[src/rtl/output_limit_ctrl.sv]
// output_limit_ctrl: tracks the 8-byte words queued for the HS output path.
// In limited mode it grants the host a bounded burst of those words; in free
// mode it lets the HS side drain the queue directly. The grant size and a
// done flag are returned to the vendor-command block for host readout.
module output_limit_ctrl #(
    parameter int CNT_W = 16
) (
    input  logic        IFCLK,
    input  logic        RESET,
    input  logic        hs_en,
    input  logic        mode_limit,
    input  logic [15:0] limit_min,
    input  logic        reg_output_limit,
    input  logic        word_in,
    input  logic        word_out,
    output logic        out_enable,
    output logic [15:0] output_limit,
    output logic        output_limit_done,
    output logic        err_overflow
);

    localparam logic [0:0] S_IDLE = 1'b0;
    localparam logic [0:0] S_SEND = 1'b1;

    localparam logic [CNT_W-1:0] GRANT_MAX = CNT_W'(16'hFFFF);

    logic [0:0]       r_state;
    logic [CNT_W-1:0] r_avail;
    logic [15:0]      r_remaining;
    logic [15:0]      r_output_limit;
    logic             r_err_overflow;

    logic             w_send;
    logic             w_out_enable;
    logic             w_take;
    logic [15:0]      w_grant;
    logic             w_grant_ok;
    logic [CNT_W-1:0] w_avail_base;
    logic [CNT_W-1:0] w_avail_next;
    logic             w_overflow;

    // Output gating: a pending grant drains first whatever the mode; with no
    // grant outstanding, free mode serves straight from the queue.
    always_comb begin
        w_send       = (r_state == S_SEND);
        w_out_enable = 1'b0;
        if (hs_en) begin
            if (w_send)
                w_out_enable = (r_remaining != 16'd0);
            else
                w_out_enable = !mode_limit && (r_avail != '0);
        end
        w_take = word_out && w_out_enable;
    end

    // Grant decision and next queue count. The grant uses the pre-update count;
    // a word arriving in the same cycle lands on the post-grant count.
    always_comb begin
        w_grant      = (r_avail > GRANT_MAX) ? 16'hFFFF : r_avail[15:0];
        w_grant_ok   = !w_send && reg_output_limit && mode_limit &&
                       (r_avail >= CNT_W'(limit_min)) && (r_avail != '0);
        w_avail_base = r_avail;
        if (w_grant_ok)
            w_avail_base = r_avail - CNT_W'(w_grant);
        else if (!w_send && !mode_limit && w_take)
            w_avail_base = r_avail - CNT_W'(1);
        w_overflow   = word_in && (&w_avail_base);
        w_avail_next = w_avail_base;
        if (word_in && !(&w_avail_base))
            w_avail_next = w_avail_base + CNT_W'(1);
    end

    // State, counters and host-visible registers.
    always_ff @(posedge IFCLK) begin
        // NOTE: all state here uses non-blocking assignments so every register
        // samples the pre-edge values computed by the combinational blocks.
        if (RESET) begin
            r_state        <= S_IDLE;
            r_avail        <= '0;
            r_remaining    <= 16'd0;
            r_output_limit <= 16'd0;
            r_err_overflow <= 1'b0;
        end else begin
            r_avail <= w_avail_next;
            if (w_overflow)
                r_err_overflow <= 1'b1;

            if (w_grant_ok) begin
                r_state        <= S_SEND;
                r_remaining    <= w_grant;
                r_output_limit <= w_grant;
            end else if (!w_send && reg_output_limit) begin
                // Refused grant, or a request made in free mode.
                r_output_limit <= 16'd0;
            end

            if (w_send && w_take) begin
                r_remaining <= r_remaining - 16'd1;
                if (r_remaining == 16'd1)
                    r_state <= S_IDLE;
            end
        end
    end

    assign out_enable        = w_out_enable;
    assign output_limit      = r_output_limit;
    assign output_limit_done = (r_state == S_IDLE);
    assign err_overflow      = r_err_overflow;

endmodule

[config.mk]
export PLATFORM = sky130hd
export DESIGN_NAME = output_limit_ctrl
export DESIGN_NICKNAME = d
export VERILOG_FILES = /design/src/rtl/output_limit_ctrl.sv
export SDC_FILE = /design/constraint.sdc
export NUM_CORES = 1
export LEC_CHECK = 0
export BUFFER_PORTS_ARGS = -buffer_cell sky130_fd_sc_hd__buf_4
export CORE_UTILIZATION = 40
export CTS_CLUSTER_SIZE = 14
export DETAILED_ROUTE_END_ITERATION = 10
export GPL_ROUTABILITY_DRIVEN = 0
export GPL_TIMING_DRIVEN = 0
export MAX_ROUTING_LAYER = met4
export PLACE_DENSITY = 0.67
export RECOVER_POWER = 25
export REMOVE_ABC_BUFFERS = 1
export SETUP_SLACK_MARGIN = 0.02
export SLEW_MARGIN = 20
export SYNTH_ARGS = -nofsm -noshare
export SYNTH_HDL_FRONTEND = slang
export SYNTH_SLANG_ARGS = --single-unit
[constraint.sdc]
create_clock -name IFCLK -period 4.9 [get_ports IFCLK]
set_input_delay 0.245 -clock IFCLK [delete_from_list [all_inputs] [get_ports IFCLK]]
set_output_delay 0.245 -clock IFCLK [all_outputs]
set_load 0.02 [all_outputs]
Word level (Yosys, flattened, before mapping)
Index checks and enable logic that the tools add are counted.
{"block": "totals", "reg_bits": 50, "out_inout_bits": 19, "inputBits": 23}
{"block": "op_classes", "eq_ne": 1, "n_bitwise": 1, "order_cmp": 2, "add_sub_neg": 4, "mux": 13, "reduce_logical": 19}
{"op": "$mux W16", "count": 8}
{"op": "$reduce_bool A16 Y1", "count": 2}
{"op": "$sub A16 B1 Y16 const B", "count": 2}
{"op": "$add A16 B1 Y16 const B", "count": 1}
{"op": "$eq A16 B1 Y1 const B", "count": 1}
{"op": "$ge A16 B16 Y1", "count": 1}
{"op": "$gt A16 B16 Y1 const B", "count": 1}
{"op": "$reduce_and A16 Y1", "count": 1}
{"op": "$sub A16 B16 Y16", "count": 1}
{"op": "$logic_and A1 B1 Y1", "count": 11}
{"op": "$mux W1", "count": 5}
{"op": "$reduce_bool A2 Y1", "count": 2}
{"op": "$logic_not A1 Y1", "count": 3}
{"op": "$not A1 Y1", "count": 1}

Depth between registers and ports, before layout
{"block": "depth", "depth_word": 12, "ltp_mapped": 18, "ltp_nobuf": 15}

Worst setup path after synthesis
No wires, ideal clock.
{"block": "synth_timing", "kind": "register to register", "start": "register r_avail[0]", "end": "register r_avail[11]", "path_stages_with_launch": 19, "path_slack_ns": 1.092, "arrival_time_ns": 3.734, "cell_sequence": "dfxtp_1 inv_1 ha_1 or3b_2 nor4_4 a2111oi_2 o31a_4 clkbuf_1 buf_1 nor2_1 ha_1 nand2b_1 mux2i_1 nand3_1 o31ai_4 buf_6 buf_8 nor4_1 nor3_2"}
{"block": "synth_between", "elab_chain_len": 12, "elab_cells_between_ends": 20, "cone_classes": "add/sub (3); order compare (2); mux (6); reduce/logical (9)"}
{"item": "from (decl)", "line": "28", "source": "logic [CNT_W-1:0] r_avail;"}
{"item": "from (signal assigned)", "line": "84", "source": "r_avail <= w_avail_next;"}
{"item": "parallel branches: the longest is 7 deep, another holds $gt A16 B16 Y1"}
{"item": "$mux W16 *", "line": "63", "source": "if (w_grant_ok)"}
{"item": "parallel branches: the longest is 3 deep, another holds $add A16 B1 Y16"}
{"item": "$mux W16 *", "line": "69", "source": "if (word_in && !(&w_avail_base))"}
Mark *: on every way between the ends.
A chain may end at the register's enable or synchronous reset.

Worst setup path in the final report
{"block": "layout_timing", "start": "register r_avail[0]", "end": "register r_avail[13]"}
The elaborated chain is that of the path after synthesis.

==> flow_metrics.py <==
metrics = {
    "clock_network": {
        "h-tree-depth": 2,
        "clock_sinks": 50,
        "cts_tree": "done",
        "holdBufCountCts": 0,
        "worstSkewPairLatency_ns": 0.31,
        "cts_inserted_buffers": 5,
        "cts_root_buf": "clkbuf_8",
        "clk_pin_slew_worst_paths_ns": 0.10,
        "clock_tree.buffer_depth": 2,
    },
    "global_routing": {
        "antenna_found_initial": 0,
        "grt_pass1_vias": 3150,
        "grtUsageTotal": 0.219,
        "grt_max_degree": 48,
        "grt_pass1_wl_um": 14900,
        "grt-ovfl-total": 0,
    },
    "timing": {
        "setup_viol": 0,
        "period_needed_ns": 4.59,
        "rsz0062_at_grt": "false",
        "hold_ws_ns": 0.361,
        "relSlewSlack": 0.416,
        "fmax_mhz": 218,
        "fin_tns_setup_ns": 0,
        "final.setup_skew_ns": 0.0101,
        "min_period_over_period": 0.936,
        "hold_violations": 0,
        "report.final.slew_viol_count": 0,
        "worst_pin_slew_ns": 0.873,
    },
    "place": {
        "place_inst": 567,
        "placed_cell_area_sq_um": 3770,
        "portBuffers": 41,
        "dpl.hpwl_um": 6470,
    },
    "outcome": {
        "status": "finished, final reports clean",
    },
    "final_layout": {
        "stdcell_area_sq_um": 3840,
        "area_growth_pct": 12.4,
        "layout-drive-gt1-share": 0.110,
        "fillCellCount": 850,
        "antennaDiodeCount": 0,
        "final_cells": 576,
        "final_common_cell": "nand2_1",
        "fin_nets": 515,
        "mostFrequentLayoutCells": "62 x nand2_1, 50 x dfxtp_1, 41 x a21oi_1",
    },
    "setup_path": {
        "r2r_setup_slack_ns": 0.31,
        "cp.required_ns": 5.09,
        "r2r-start": "r_avail[0]$_SDFF_PP0_",
        "crit_fanout": 35,
        "slowest_delay_ns": 0.54,
        "reg2reg_to": "r_avail[13]$_SDFF_PP0_",
        "crit_top_cell": "ha_1",
        "cp.arrival_ns": 4.77,
        "crit_slowest_cell": "o31ai_4",
        "worstPathCellList": "inv_1 -> ha_1 -> or3b_2 -> nor4_4 -> a2111oi_2 -> o31a_4 -> nor2_1 -> ha_1 -> nand2b_1 -> mux2i_1 -> nand3_1 -> o31ai_4 -> o31a_1 -> nor3_1",
        "r2r_cells": 14,
        "crit_path_end_kind": "register",
        "worst-setup-path-type": "register to register",
        "start_kind": "register",
    },
    "pwr": {
        "vdd_drop_max_mv": 0.133,
        "leakagePower_nw": 1.43,
        "p_total_mw": 1.12,
        "power.density_nw_per_um2": 293,
    },
    "min_path": {
        "hp-start": "word_in",
        "min_to": "r_avail[5]$_SDFF_PP0_",
        "holdPathStages": 3,
        "min_path_type": "input pin to register",
    },
    "yosys": {
        "async_flop_share": 0,
        "ys.flop_type": "dfxtp_1",
        "synth_cell_types": 63,
        "yosysWarningCount": 0,
        "avgSynthCellArea_sq_um": 7.74,
        "ys_ff_latch": 50,
        "synthesis.area_sq_um": 3410,
        "synth_edf_count": 0,
        "postSynthCellCount": 441,
        "synth_seq_area_share": 0.293,
    },
    "drt": {
        "drt_pre_antenna_iters": 5,
        "wl_per_cell_um": 16.1,
        "post-route-drc-count": 0,
        "dr_total_vias": 3427,
        "post_drt_via_cell_ratio": 5.95,
        "postRouteAntennaNets": 0,
        "drt_iter0_markers": 273,
        "wirelength_um": 9270,
    },
    "die": {
        "initial_utilization": 0.415,
        "core_area_sq_um": 8220,
        "die_w_um": 94.4,
        "dieArea_sq_um": 8910,
        "die_y_um": 94.4,
        "io_pins": 42,
        "rows": 33,
    },
    "job": {
        "max_cap_violations": 0,
    },
}
cell type report:
class	instances	area (sq um)	area share
clock buffers	5	68.8	0.0179
flip-flops and latches	50	1000	0.261
multi-input cells	345	2260	0.588
clock inverters	2	15.0	0.00391
inverters	27	101	0.0264
repair buffers	42	264	0.0688
well taps	105	131	0.0342
cells by family after synthesis:
| group | synth area share |
|---|---|
| simple gates | 0.302 |
| fa+ha+maj | 0.0770 |
| compound gates | 0.233 |
| flops | 0.293 |
| buf+inv | 0.0583 |
| mux | 0.0187 |
| xor+xnor | 0.0180 |
state kept, by name (all words and copies together) (netlist names):
register      cells
r_state           1
r_remaining      16
r_avail          16
output_limit     16
err_overflow      1
synth_stat cells, types with 5 or more instances:
cell type / count / area, sq um
nand2_1: 62 / 233
dfxtp_1: 50 / 1000
a21oi_1: 41 / 205
inv_1: 27 / 101
nor2_1: 23 / 86.3
ha_1: 21 / 263
nor3_1: 17 / 85.1
or3_1: 16 / 100
clkbuf_1: 14 / 52.6
o21ai_0: 14 / 70.1
nand3_1: 11 / 55.1
nor4_1: 11 / 68.8
or4_1: 11 / 82.6
a31oi_1: 10 / 62.6
a211oi_1: 7 / 52.6
nand4_1: 7 / 43.8
o21a_1: 7 / 52.6
nand2b_1: 6 / 37.5
o211ai_1: 6 / 45.0
xnor2_1: 6 / 52.6
o31a_1: 5 / 43.8
o31ai_1: 5 / 37.5
metal layers:
metal,vias up,routed length [um],track usage
li1,1691,-,-
met1,1614,4240,0.274
met2,106,4340,0.362
met3,16,523,0.0338
met4,0,170,0.0679
met5,-,0,-
worst max-delay path, delay by kind of cell, from the launching register on:
kind | cells | cell delay, ns
and+or+nand+nor | 6 | 1.73
DFF | 1 | 0.42
muxes | 1 | 0.47
AOI/OAI and AO/OA | 4 | 1.24
adders and majority gates | 2 | 0.42
buffers and inverters | 1 | 0.17
repair_timing:
| item | CTS | global route |
|---|---|---|
| setup buffers | 0 | 1 |
| resized for setup | 0 | 1 |
| endpoints found under the hold margin | 0 | 0 |
| endpoints found under the setup margin | 0 | 11 |
how the worst max path moves through the flow:
stage,startpoint,cells past startpoint,end,slack (ns)
3_5_place_dp,r_avail[0]$_SDFF_PP0_,14,r_avail[3]$_SDFF_PP0_,0.19
5_1_grt,r_avail[0]$_SDFF_PP0_,14,r_avail[11]$_SDFF_PP0_,0.04
4_1_cts,r_avail[0]$_SDFF_PP0_,14,r_avail[3]$_SDFF_PP0_,0.17
6_report,r_avail[0]$_SDFF_PP0_,14,r_avail[13]$_SDFF_PP0_,0.31
3_3_place_gp,r_avail[0]$_SDFF_PP0_,10,r_avail[3]$_SDFF_PP0_,-0.19
2_1_floorplan,r_avail[0]$_SDFF_PP0_,14,r_avail[3]$_SDFF_PP0_,1.17
report_power, final:
part           switching [mW]  leakage [nW]  total (mW)  internal, mW
sequential             0.0546         0.404       0.480         0.425
clock                   0.148        0.0362       0.246        0.0980
combinational           0.232         0.989       0.399         0.167
through the flow:
stage | util | worst slack [ns]
3_5_place_dp | 0.459 | 0.192
4_1_cts | 0.469 | 0.167
5_1_grt | 0.467 | 0.0430
2_1_floorplan | - | 1.17
3_3_place_gp | 0.457 | -0.185
6_report | 0.467 | 0.314
(Power assumes the default switching activity.)
